**src/rtl/stream_mux_rr.sv**
```systemverilog
// stream_mux_rr: N-to-1 registered stream mux with explicit-select and round-robin arbitration
module stream_mux_rr #(
  parameter int WORD_LENGTH  = 32,
  parameter int NUM_CHANNELS = 4,
  parameter int SEL_WIDTH    = 2
) (
  input  logic                                clk,
  input  logic                                reset,
  input  logic                                Arb_Mode,
  input  logic [SEL_WIDTH-1:0]                Selector,
  input  logic [NUM_CHANNELS-1:0]             In_Valid,
  input  logic [NUM_CHANNELS*WORD_LENGTH-1:0] In_Data,
  output logic [NUM_CHANNELS-1:0]             In_Ready,
  output logic                                Out_Valid,
  output logic [WORD_LENGTH-1:0]              Out_Data,
  output logic [SEL_WIDTH-1:0]                Out_Channel,
  input  logic                                Out_Ready
);

  logic [SEL_WIDTH-1:0]   rr_ptr;
  logic [SEL_WIDTH-1:0]   rr_idx;
  logic [SEL_WIDTH-1:0]   cand;
  logic                   rr_found;
  logic                   cand_ok;
  logic                   load_en;
  logic                   xfer;
  logic [WORD_LENGTH-1:0] sel_data;

  function automatic logic [SEL_WIDTH-1:0] wrap_idx(input logic [SEL_WIDTH-1:0] base, input int k);
    int s;
    s = int'(base) + k;
    return SEL_WIDTH'(s >= NUM_CHANNELS ? s - NUM_CHANNELS : s);
  endfunction

  // first valid channel at or after rr_ptr; scanning farthest-first lets the nearest win
  always_comb begin
    rr_found = 1'b0;
    rr_idx   = '0;
    for (int k = NUM_CHANNELS - 1; k >= 0; k--) begin
      if (In_Valid[wrap_idx(rr_ptr, k)]) begin
        rr_found = 1'b1;
        rr_idx   = wrap_idx(rr_ptr, k);
      end
    end
  end

  assign load_en  = !Out_Valid || Out_Ready;
  assign cand     = Arb_Mode ? rr_idx : Selector;
  assign cand_ok  = Arb_Mode ? rr_found : (int'(Selector) < NUM_CHANNELS);
  assign In_Ready = (load_en && cand_ok && !reset) ? (NUM_CHANNELS'(1) << cand) : '0;
  assign xfer     = |(In_Valid & In_Ready);

  // In_Ready is one-hot, so masking and OR-ing gives the granted word without an out-of-range index
  always_comb begin
    sel_data = '0;
    for (int i = 0; i < NUM_CHANNELS; i++)
      sel_data = sel_data | (In_Data[i*WORD_LENGTH +: WORD_LENGTH] & {WORD_LENGTH{In_Ready[i]}});
  end

  // output register: load on transfer, drain when consumed, hold on stall
  always_ff @(posedge clk) begin
    if (reset) begin
      Out_Valid   <= 1'b0;
      Out_Data    <= '0;
      Out_Channel <= '0;
      rr_ptr      <= '0;
    end else if (xfer) begin
      Out_Valid   <= 1'b1;
      Out_Data    <= sel_data;
      Out_Channel <= cand;
      if (Arb_Mode)
        rr_ptr <= (int'(cand) == NUM_CHANNELS - 1) ? '0 : cand + 1'b1;
    end else if (Out_Ready) begin
      Out_Valid <= 1'b0;
    end
  end

endmodule

```
**config.mk**
```make
export PLATFORM = sky130hd
export DESIGN_NAME = stream_mux_rr
export DESIGN_NICKNAME = d
export VERILOG_FILES = /design/src/rtl/stream_mux_rr.sv
export SDC_FILE = /design/constraint.sdc
export NUM_CORES = 1
export LEC_CHECK = 0
export ABC_AREA = 1
export BUFFER_PORTS_ARGS = -buffer_cell sky130_fd_sc_hd__buf_2
export CAP_MARGIN = 15
export CORE_ASPECT_RATIO = 0.5
export CORE_MARGIN = 10
export CORE_UTILIZATION = 45
export CTS_CLUSTER_SIZE = 20
export DETAILED_ROUTE_END_ITERATION = 10
export PLACE_DENSITY_LB_ADDON = 0.2
export SLEW_MARGIN = 20
export SYNTH_ARGS = -nofsm -noshare
export SYNTH_HDL_FRONTEND = slang
export SYNTH_SLANG_ARGS = --single-unit
```
**constraint.sdc**
```tcl
create_clock -name clk -period 6.4 [get_ports clk]
set_input_delay 0.32 -clock clk [delete_from_list [all_inputs] [get_ports clk]]
set_output_delay 0.32 -clock clk [all_outputs]
set_load 0.01 [all_outputs]
```
==> results of run 1 <==
## cells by family after synthesis
family	count (synthesis)	synth area share [%]
buf+inv	34	7.32
compound gates	32	6.34
flops	37	28.9
fa+ha+maj	4	1.95
simple gates	326	55.5
## cell usage in the layout (no fill, tap or decap), types with 3 or more instances in the layout
master     netlist  final
nand2_1        195    195
inv_1           10      9
ha_1             4      4
clkbuf_16        0      5
buf_2           13    176
nor2_1          76     76
nand4_1         28     28
dfxtp_1         37     37
nand2_4          3      3
nor2_4           4      4
nand2_2          9      9
a21oi_1          5      5
o21ai_1         10     10
o21ai_0         16     16
nand3_1          6      6
## layout make-up
type                    instances  area share (%)
clock buffers                   7            4.00
well taps                      73            2.56
inverters                      12            1.33
flip-flops and latches         37            20.8
multi-input cells             362            45.8
repair buffers                176            24.7
clock inverters                 1           0.842
## worst max-delay path by stage
stage | start | endpoint | slack (ps) | depth (start not counted)
detailed placement | rr_ptr[0] | In_Ready[2] | 3340 | 14
global route | rr_ptr[0] | In_Ready[2] | 2560 | 13
finish | rr_ptr[0] | In_Ready[2] | 2890 | 13
CTS | rr_ptr[0] | In_Ready[2] | 3040 | 14
global placement | rr_ptr[0] | In_Ready[2] | 3430 | 14
floorplan | rr_ptr[0] | Out_Data[23] | 4200 | 18
## sequential cells by signal, indices dropped and copies added, names as in the netlist
name and cells:
Out_Channel 2, Out_Valid 1, rr_ptr 2, Out_Data 32
## stage by stage
stage / std cells / hold WS, ps / cell area (sq um) / setup WS [ps] / total power, W
after detailed placement: 660 / 462 / 3400 / 3340 / 0.000637
after global routing: 668 / 272 / 3570 / 2560 / 0.000982
after floorplan: 433 / 389 / 2560 / 4200 / 0.000523
after CTS: 668 / 261 / 3570 / 3040 / 0.000924
final: 668 / 262 / 3570 / 2890 / 0.000915
after global placement: 660 / 457 / 3400 / 3430 / 0.000632
## metal layers
layer | GRT usage (%) | vias to the layer above | routed length [microns]
li1 | - | 1695 | -
met3 | 7.68 | 6 | 807
met2 | 32.1 | 93 | 4380
met4 | 3.64 | 0 | 59
met5 | 0 | - | 0
met1 | 19.4 | 1384 | 3690
## critical path, delay by kind of cell (launching register included)
family,cells,cell delay (ps)
compound gates,2,240
fa+ha+maj,1,220
buf+inv,3,1320
flops,1,520
simple gates,7,580
## power groups by stage
stage	Clock (W)	Sequential [W]	Combinational, W
2_1_floorplan	0	0.000312	0.000212
3_3_place_gp	0	0.000293	0.000339
3_5_place_dp	0	0.000295	0.000342
4_1_cts	0.000290	0.000291	0.000343
5_1_grt	0.000301	0.000297	0.000383
6_report	0.000286	0.000291	0.000338
==> flow_metrics.env, run 1 <==
export IMPL_outcome="finished clean"
export IMPL_worstPathRequired_ps=6080
export IMPL_pin_count=177
export IMPL_dp_hpwl_microns=6940
export IMPL_postCtsHoldBufs=0
export IMPL_dr_total_vias=3178
export IMPL_yosys_area_top_type="dfxtp_1"
export IMPL_synth_enable_flop_cells=0
export IMPL_die_x_microns=127
export IMPL_rows=19
export IMPL_worstPathArrival_ps=3190
export IMPL_seq_power_share_pct=31.8
export IMPL_drt_wirelength_per_cell_microns=13.4
export IMPL_firstDrtPassIters=4
export IMPL_synthCells=433
export IMPL_drt_iter0_markers=124
export IMPL_die_h_microns=73.4
export IMPL_coreArea_sq_um=5490
export IMPL_ys_types=26
export IMPL_maxCapViolCount=0
export IMPL_rsz0062_at_grt="false"
export IMPL_multi_input_area_sq_um=1640
export IMPL_synthesis_area_sq_um=2560
export IMPL_grt_start_max_net_pins=45
export IMPL_min_period_ps=3510
export IMPL_portBuffers=176
export IMPL_crit_fanout=33
export IMPL_finalSetupViolCount=0
export IMPL_drive_above_1_share_pct=34.5
export IMPL_clk_path_buf_depth=2
export IMPL_startpoint_type="flip-flop"
export IMPL_clock_sinks=37
export IMPL_post_cts_repair_setup_buffers=0
export IMPL_yosysSeqAreaShare_pct=28.9
export IMPL_pwr_density_cell_nw_per_um2=256
export IMPL_fillCellCount=538
export IMPL_yosysWarnings=0
export IMPL_cts_tree="built"
export IMPL_switching_share_pct=34.6
export IMPL_syn2layout_area_growth_pct=39.2
export IMPL_cts_resized=0
export IMPL_reg2reg_depth=18
export IMPL_p_clk_share_pct=31.2
export IMPL_cts_root_buf="clkbuf_16"
export IMPL_finalCritPeriodShare_pct=54.9
export IMPL_drc=0
export IMPL_final_util_pct=65.0
export IMPL_end_kind="output pin"
export IMPL_worst_pin_slew_ps=1030
export IMPL_seqCellArea_sq_um=741
export IMPL_finalSetupTns_ps=0
export IMPL_start_util_pct=46.7
export IMPL_first_global_vias=3051
export IMPL_fmax_mhz=285
export IMPL_comb_power_share_pct=36.9
export IMPL_place_congestion=0.868
export IMPL_finalNetCount=736
export IMPL_gr_total_overflow=0
export IMPL_synth_area_top_cells="dfxtp_1 (29%), nand2_1 (29%), nor2_1 (11%)"
export IMPL_reg2reg_slack_ps=3200
export IMPL_synth_nets=575
export IMPL_wl_microns=8940
export IMPL_crit_chain="inv_4 > nand2_1 > nand2_2 > nand2_1 > a21boi_0 > o21ai_0 > nand2_1 > nand3_1 > nand2_1 > ha_1 > nand3_1 > clkinv_1 > buf_2"
export IMPL_critPathMaxStageDelay_ps=790
export IMPL_synthFlopType="dfxtp_1"
export IMPL_finalHoldViolations=0
export IMPL_grt_pass1_wl_microns=14200
export IMPL_insertion_delay_ps=270
export IMPL_avgSynthCellArea_sq_um=5.92
export IMPL_slew_headroom_pct=31.1
export IMPL_antenna_found_initial=0
export IMPL_synth_most_common_cell="nand2_1"
export IMPL_yosys_top_cells_count="nand2_1 (195), nor2_1 (76), dfxtp_1 (37)"
export IMPL_async_flop_share_pct=0
export IMPL_crit_path_top_delay_cell="clkinv_1"
export IMPL_switching_power_w=0.000316
export IMPL_ctsHtreeMaxLevel=2
export IMPL_critical_path_class="reg2out"
export IMPL_synth_top_cell_area_share_pct=28.9
export IMPL_timing_final_max_slew_violations=0
export IMPL_hold_path_startpoint="reset"
export IMPL_intPower_w=0.000598
export IMPL_n_antenna_cell=0
export IMPL_path_clk_slew_ps=60
export IMPL_crit_top_cell="nand2_1"
export IMPL_r2r_start="rr_ptr[0]"
export IMPL_ant_nets=0
export IMPL_synth_ff_latch_count=37
export IMPL_hp_class="in2reg"
export IMPL_holdPathEnd="Out_Valid"
export IMPL_dieArea_sq_um=9300
export IMPL_track_usage_pct=17.8
export IMPL_whs_path_depth=2
export IMPL_reg2reg_to="Out_Data[4]"
export IMPL_clock_skew_ps=2.90
export IMPL_cts_made_buffers=5
export IMPL_p_leak_nw=1.96
export IMPL_ir_drop_mv=0.138
export IMPL_via_per_inst=4.76
No activity file was read; power rests on OpenSTA's default activity.
==> run 2, diff against run 1 <==
Settings changed: ABC_AREA 1 to 0, CORE_UTILIZATION 45 to 37.
Clock period 6.4 ns to 3.2 ns, I/O delays scaled along.
==> run 2 against run 1 <==
Cell area decreased by 5.0%. Sequential power up 86%. Clock-buffer cell count unchanged. Area after synthesis down 8.0%. Sequential cell count unchanged. Clock power up 66%. Power grew 69%. Combinational power is 58% higher. Via count decreased by 17%. First-iteration DRC count rose by 11%. Largest cell class unchanged.
==> flow_metrics.env, run 2 <==
export IMPL_placedCellCount=491
export IMPL_via_per_inst=5.30
export IMPL_maxCapViolCount=0
export IMPL_finalCritPeriodShare_pct=82.3
export IMPL_dieArea_sq_um=10200
export IMPL_dp_slack_ps=542
export IMPL_critical_path_class="reg2reg"
export IMPL_end_kind="flip-flop"
export IMPL_finalHoldViolations=0
export IMPL_avgSynthCellArea_sq_um=9.47
export IMPL_crit_buf_inv=2
export IMPL_cts_root_buf="clkbuf_16"
export IMPL_min_period_ps=2630
export IMPL_final_common_cell="buf_2"
export IMPL_start_util_pct=38.5
export IMPL_worstPathArrival_ps=2810
export IMPL_slew_headroom_pct=59.8
export IMPL_gr_total_overflow=0
export IMPL_clock_sinks=37
export IMPL_postCtsHoldBufs=0
export IMPL_whs_ps=221
export IMPL_clock_skew_ps=2.58
export IMPL_worst_pin_slew_ps=603
export IMPL_yosysSeqAreaShare_pct=31.4
export IMPL_final_util_pct=55.3
export IMPL_worst_slack_ps=566
export IMPL_synth_top_cell_area_share_pct=31.4
export IMPL_synthFlopType="dfxtp_1"
export IMPL_synth_ff_latch_count=37
export IMPL_startpoint_type="flip-flop"
export IMPL_firstDrtPassIters=4
export IMPL_portBuffers=176
export IMPL_pin_count=177
export IMPL_reg2reg_slack_ps=570
export IMPL_path_clk_slew_ps=50
export IMPL_n_antenna_cell=0
export IMPL_outcome="finished clean"
export IMPL_die_x_microns=133
export IMPL_rows=20
export IMPL_cts_tree="built"
export IMPL_synthCells=249
export IMPL_place_congestion=0.781
export IMPL_layout_common_cells="buf_2 (176), a22oi_1 (65), dfxtp_1 (37), nor2_1 (37), a311oi_2 (32)"
export IMPL_yosysWarnings=0
export IMPL_drt_wirelength_per_cell_microns=17.2
export IMPL_track_usage_pct=15.9
export IMPL_drc=0
export IMPL_yosys_top_cells_count="a22oi_1 (65), dfxtp_1 (37), nor2_1 (37)"
export IMPL_rsz0062_at_grt="false"
export IMPL_crit_top_cell="o211ai_1"
export IMPL_hp_class="in2reg"
export IMPL_coreArea_sq_um=6130
export IMPL_grt_start_max_net_pins=49
export IMPL_top_register="Out_Data"
export IMPL_critPathTopFamily="compound AO/OA/AOI/OAI gates"
export IMPL_synth_area_top_cells="dfxtp_1 (31%), a22oi_1 (21%), a311oi_2 (20%)"
export IMPL_largest_register_ffs=32
export IMPL_p_leak_nw=1.48
export IMPL_fillCellCount=574
export IMPL_ant_nets=0
export IMPL_synth_nets=391
export IMPL_dr_total_vias=2641
export IMPL_timing_final_max_slew_violations=0
export IMPL_critPathMaxStageDelay_ps=510
export IMPL_crit_chain="nor2b_1 > o211ai_1 > o211ai_1 > inv_1 > ha_1 > a22oi_2 > a211oi_4 > buf_4 > nand2_1 > o41ai_1"
export IMPL_dp_hpwl_microns=6750
export IMPL_ys_types=34
export IMPL_worstPathRequired_ps=3380
export IMPL_async_flop_share_pct=0
export IMPL_crit_path_top_delay_cell="buf_4"
export IMPL_synth_enable_flop_cells=0
export IMPL_first_global_vias=2845
export IMPL_final_cells=498
export IMPL_cts_resized=0
export IMPL_crit_fanout=48
export IMPL_synthesis_area_sq_um=2360
export IMPL_synth_most_common_cell="a22oi_1"
export IMPL_wl_microns=8580
export IMPL_finalSetupTns_ps=0
export IMPL_post_cts_repair_setup_buffers=0
export IMPL_cts_made_buffers=5
export IMPL_finalNetCount=552
export IMPL_ir_drop_mv=0.265
export IMPL_yosys_area_top_type="dfxtp_1"
export IMPL_grt_pass1_wl_microns=13700
export IMPL_ctsHtreeMaxLevel=2
export IMPL_finalSetupViolCount=0
export IMPL_pwr_density_cell_nw_per_um2=456
export IMPL_antenna_found_initial=0
export IMPL_largestRegisters="Out_Data (32), Out_Channel (2), rr_ptr (2)"
export IMPL_drive_above_1_share_pct=54.4
export IMPL_fmax_mhz=380
export IMPL_insertion_delay_ps=270
export IMPL_drt_iter0_markers=138
export IMPL_syn2layout_area_growth_pct=43.7
export IMPL_die_h_microns=76.5
export IMPL_clk_path_buf_depth=2
run 2: area by class of cell:
class	instances	area, sq um	area share (%)
Inverter	4	15.0	0.443
Multi-Input combinational cell	179	1450	42.7
Sequential cell	37	741	21.9
Timing Repair Buffer	183	933	27.5
Tap cell	88	110	3.25
Clock buffer	7	143	4.21
run 2: cells by family after synthesis:
kind of cell / Yosys count / synth area share (%)
compound gates: 114 / 46.9
fa+ha+maj: 4 / 2.12
buf+inv: 33 / 7.21
flops: 37 / 31.4
simple gates: 61 / 12.4
run 2: tightest hold or removal path, cell delays in order:
cell	delay (ps)
buf_2	150
nand2_1	70
o41ai_1	60
run 2: report_power, final:
group	switching, W	leakage, nW	internal (W)
clock network	0.000168	0.0700	0.000305
registers	0.0000260	0.304	0.000514
logic	0.000301	1.11	0.000232
total	0.000495	1.48	0.00105
run 2: final timing paths:
| check | start | end | cells past startpoint |
|---|---|---|---|
| worst max register to register | rr_ptr[0] | rr_ptr[0] | 10 |
| worst max-delay path | rr_ptr[0] | rr_ptr[0] | 10 |
| worst min-delay path | Arb_Mode | rr_ptr[0] | 3 |
| worst min register to register | Out_Channel[1] | Out_Channel[1] | 2 |
run 2: through the flow:
step	instance area, sq um	total power [W]
after global routing	3390	0.00164
final	3390	0.00155
after floorplan	2360	0.000893
after detailed placement	3250	0.00109
after global placement	3250	0.00107
after CTS	3390	0.00157
run 2: layer usage:
metal | routed length, microns | global-route usage (%) | share of wire [%]
met1 | 3340 | 16.7 | 39
met2 | 4570 | 29.6 | 53
met4 | 79 | 4.15 | 0.92
met3 | 596 | 5.20 | 6.9
met5 | 0 | 0 | 0
==> run 3, diff against run 2 <==
Clock period 3.2 ns to 2.2 ns, I/O delays scaled along.
==> run 3 against run 2 <==
The run now ends with setup timing left. Highest routed layer unchanged. Clock-buffer cell count stayed put. Sequential share of layout area shrank 2.8 points. Worst setup slack got worse by 740 ps. Die area did not move. Sequential cell count did not move. Sequential power grew 46%. Cell area is 15% higher.
==> flow_metrics.env, run 3 (synthesis gave the netlist of run 2 again) <==
export IMPL_outcome="finished, violations left"
export IMPL_violations="setup timing"
export IMPL_grt_start_max_net_pins=34
export IMPL_rows=20
export IMPL_seqCellArea_sq_um=746
export IMPL_final_common_cell="buf_2"
export IMPL_track_usage_pct=17.1
export IMPL_postCtsHoldBufs=0
export IMPL_drive_above_1_share_pct=61.8
export IMPL_whs_path_depth=4
export IMPL_via_per_inst=5.42
export IMPL_place_congestion=0.827
export IMPL_crit_fanout=9
export IMPL_dr_total_vias=2871
export IMPL_worst_pin_slew_ps=506
export IMPL_reg2reg_depth=11
export IMPL_fmax_mhz=421
export IMPL_fillCellCount=502
export IMPL_reg2reg_to="Out_Data[27]"
export IMPL_ant_nets=0
export IMPL_dp_hpwl_microns=6960
export IMPL_cts_made_buffers=5
export IMPL_worstPathRequired_ps=2390
export IMPL_grt_pass1_wl_microns=14700
export IMPL_clk_path_buf_depth=2
export IMPL_finalSetupViolCount=38
export IMPL_dp_slack_ps=-198
export IMPL_gr_total_overflow=0
export IMPL_hold_path_startpoint="Out_Ready"
export IMPL_finalNetCount=583
export IMPL_rsz0062_at_grt="true"
export IMPL_hp_class="in2reg"
export IMPL_maxCapViolCount=0
export IMPL_cts_root_buf="clkbuf_16"
export IMPL_p_leak_nw=1.73
export IMPL_wl_microns=9880
export IMPL_clock_skew_ps=4.39
export IMPL_end_kind="flip-flop"
export IMPL_first_global_vias=3128
export IMPL_coreArea_sq_um=6130
export IMPL_ir_drop_mv=0.329
export IMPL_critPathLaunch="rr_ptr[1]"
export IMPL_path_clk_slew_ps=60
export IMPL_insertion_delay_ps=280
export IMPL_n_antenna_cell=0
export IMPL_syn2layout_area_growth_pct=65.9
export IMPL_pin_count=177
export IMPL_firstDrtPassIters=5
export IMPL_drc=0
export IMPL_largest_register_ffs=32
export IMPL_dieArea_sq_um=10200
export IMPL_die_x_microns=133
export IMPL_pwr_density_cell_nw_per_um2=671
export IMPL_finalHoldViolations=0
export IMPL_clock_sinks=37
export IMPL_cts_tree="built"
export IMPL_finalCritPeriodShare_pct=108
export IMPL_reg2reg_slack_ps=-170
export IMPL_crit_chain="nand2_1 > a211o_1 > o211ai_1 > buf_4 > ha_2 > a22oi_2 > a211oi_4 > buf_6 > clkbuf_16 > nor2_1 > a311oi_2"
export IMPL_min_period_ps=2370
export IMPL_holdPathEnd="Out_Valid"
export IMPL_largestRegisters="Out_Data (32), Out_Channel (2), rr_ptr (2)"
export IMPL_ctsHtreeMaxLevel=2
export IMPL_drt_wirelength_per_cell_microns=18.6
export IMPL_critical_path_class="reg2reg"
export IMPL_critPathMaxStageDelay_ps=350
export IMPL_start_util_pct=38.5
export IMPL_finalSetupTns_ps=-4410
export IMPL_antenna_found_initial=0
export IMPL_startpoint_type="flip-flop"
export IMPL_portBuffers=176
export IMPL_drt_iter0_markers=185
export IMPL_multi_input_area_sq_um=1530
export IMPL_top_register="Out_Data"
export IMPL_timing_final_max_slew_violations=0
export IMPL_layout_common_cells="buf_2 (176), a22oi_1 (64), dfxtp_1 (35)"
export IMPL_r2r_start="rr_ptr[1]"
export IMPL_die_h_microns=76.5
export IMPL_crit_path_top_delay_cell="dfxtp_2"
export IMPL_slew_headroom_pct=66.2
export IMPL_worst_slack_ps=-175
export IMPL_worstPathArrival_ps=2560
[run 3: cell types whose count changed in the layout (fill, tap and decap cells not counted), moves of 4 or more]
cell,previous run,this run
buf_12,0,5
nor2_1,37,33
ha_2,0,4
clkbuf_16,5,9
buf_4,7,23
ha_1,4,0
[run 3: power breakdown]
| group | leakage, nW | internal, W | total (W) | switching [W] |
|---|---|---|---|---|
| sequential | 0.305 | 0.000748 | 0.000787 | 0.0000393 |
| combinational | 1.34 | 0.000491 | 0.000999 | 0.000508 |
| clock | 0.0841 | 0.000566 | 0.000839 | 0.000273 |
| total | 1.73 | 0.00180 | 0.00262 | 0.000820 |
[run 3: final cells by class]
class / count / area share [%]
well taps: 88 / 2.81
clock buffers: 7 / 3.64
inverters: 4 / 0.384
repair buffers: 214 / 34.4
multi-input cells: 179 / 39.0
clock inverters: 1 / 0.767
flip-flops and latches: 37 / 19.1
[run 3: layer usage]
layer	global-route usage [%]	share of wire [%]	wire [microns]	vias to the layer above
met3	5.72	7.1	703	10
met5	0	0	0	-
met1	17.6	40	3980	1376
met4	5.24	1.4	134	0
li1	-	-	-	1378
met2	32.2	51	5070	107
[run 3: what timing repair did]
| item | CTS | global route |
|---|---|---|
| endpoints found under the setup margin | 40 | 41 |
| resized for setup | 13 | 12 |
| pin swaps | 5 | 6 |
| buffers inserted | 3 | 12 |
| gates cloned | 1 | 5 |
[run 3: critical path: cells and delay by family, from the launching register on]
family / cells / cell delay (ps)
buffers and inverters: 3 / 540
AND/OR/NAND/NOR: 2 / 110
adder cells (fa/ha/maj): 1 / 200
flip-flops: 1 / 350
AO/OA/AOI/OAI: 5 / 1080
[run 3: worst max-delay path by stage]
| stage | endpoint | slack, ps | cells after the start |
|---|---|---|---|
| 2_1_floorplan | Out_Data[12] | -60 | 11 |
| 3_3_place_gp | rr_ptr[0] | -60 | 10 |
| 3_5_place_dp | rr_ptr[0] | -200 | 10 |
| 4_1_cts | Out_Data[20] | -80 | 11 |
| 5_1_grt | Out_Data[18] | -230 | 11 |
| 6_report | Out_Data[27] | -170 | 11 |
[run 3: per-stage QoR]
| stage | power [W] | hold slack (ps) | utilization [%] | area (sq um) | instances |
|---|---|---|---|---|---|
| after global placement | 0.00160 | 460 | 55.3 | 3390 | 501 |
| after global routing | 0.00275 | 210 | 63.8 | 3910 | 530 |
| after CTS | 0.00251 | 180 | 59.6 | 3650 | 513 |
| final | 0.00262 | 185 | 63.8 | 3910 | 530 |
| after floorplan | 0.00133 | 335 | - | 2440 | 249 |
| after detailed placement | 0.00163 | 464 | 55.3 | 3390 | 501 |
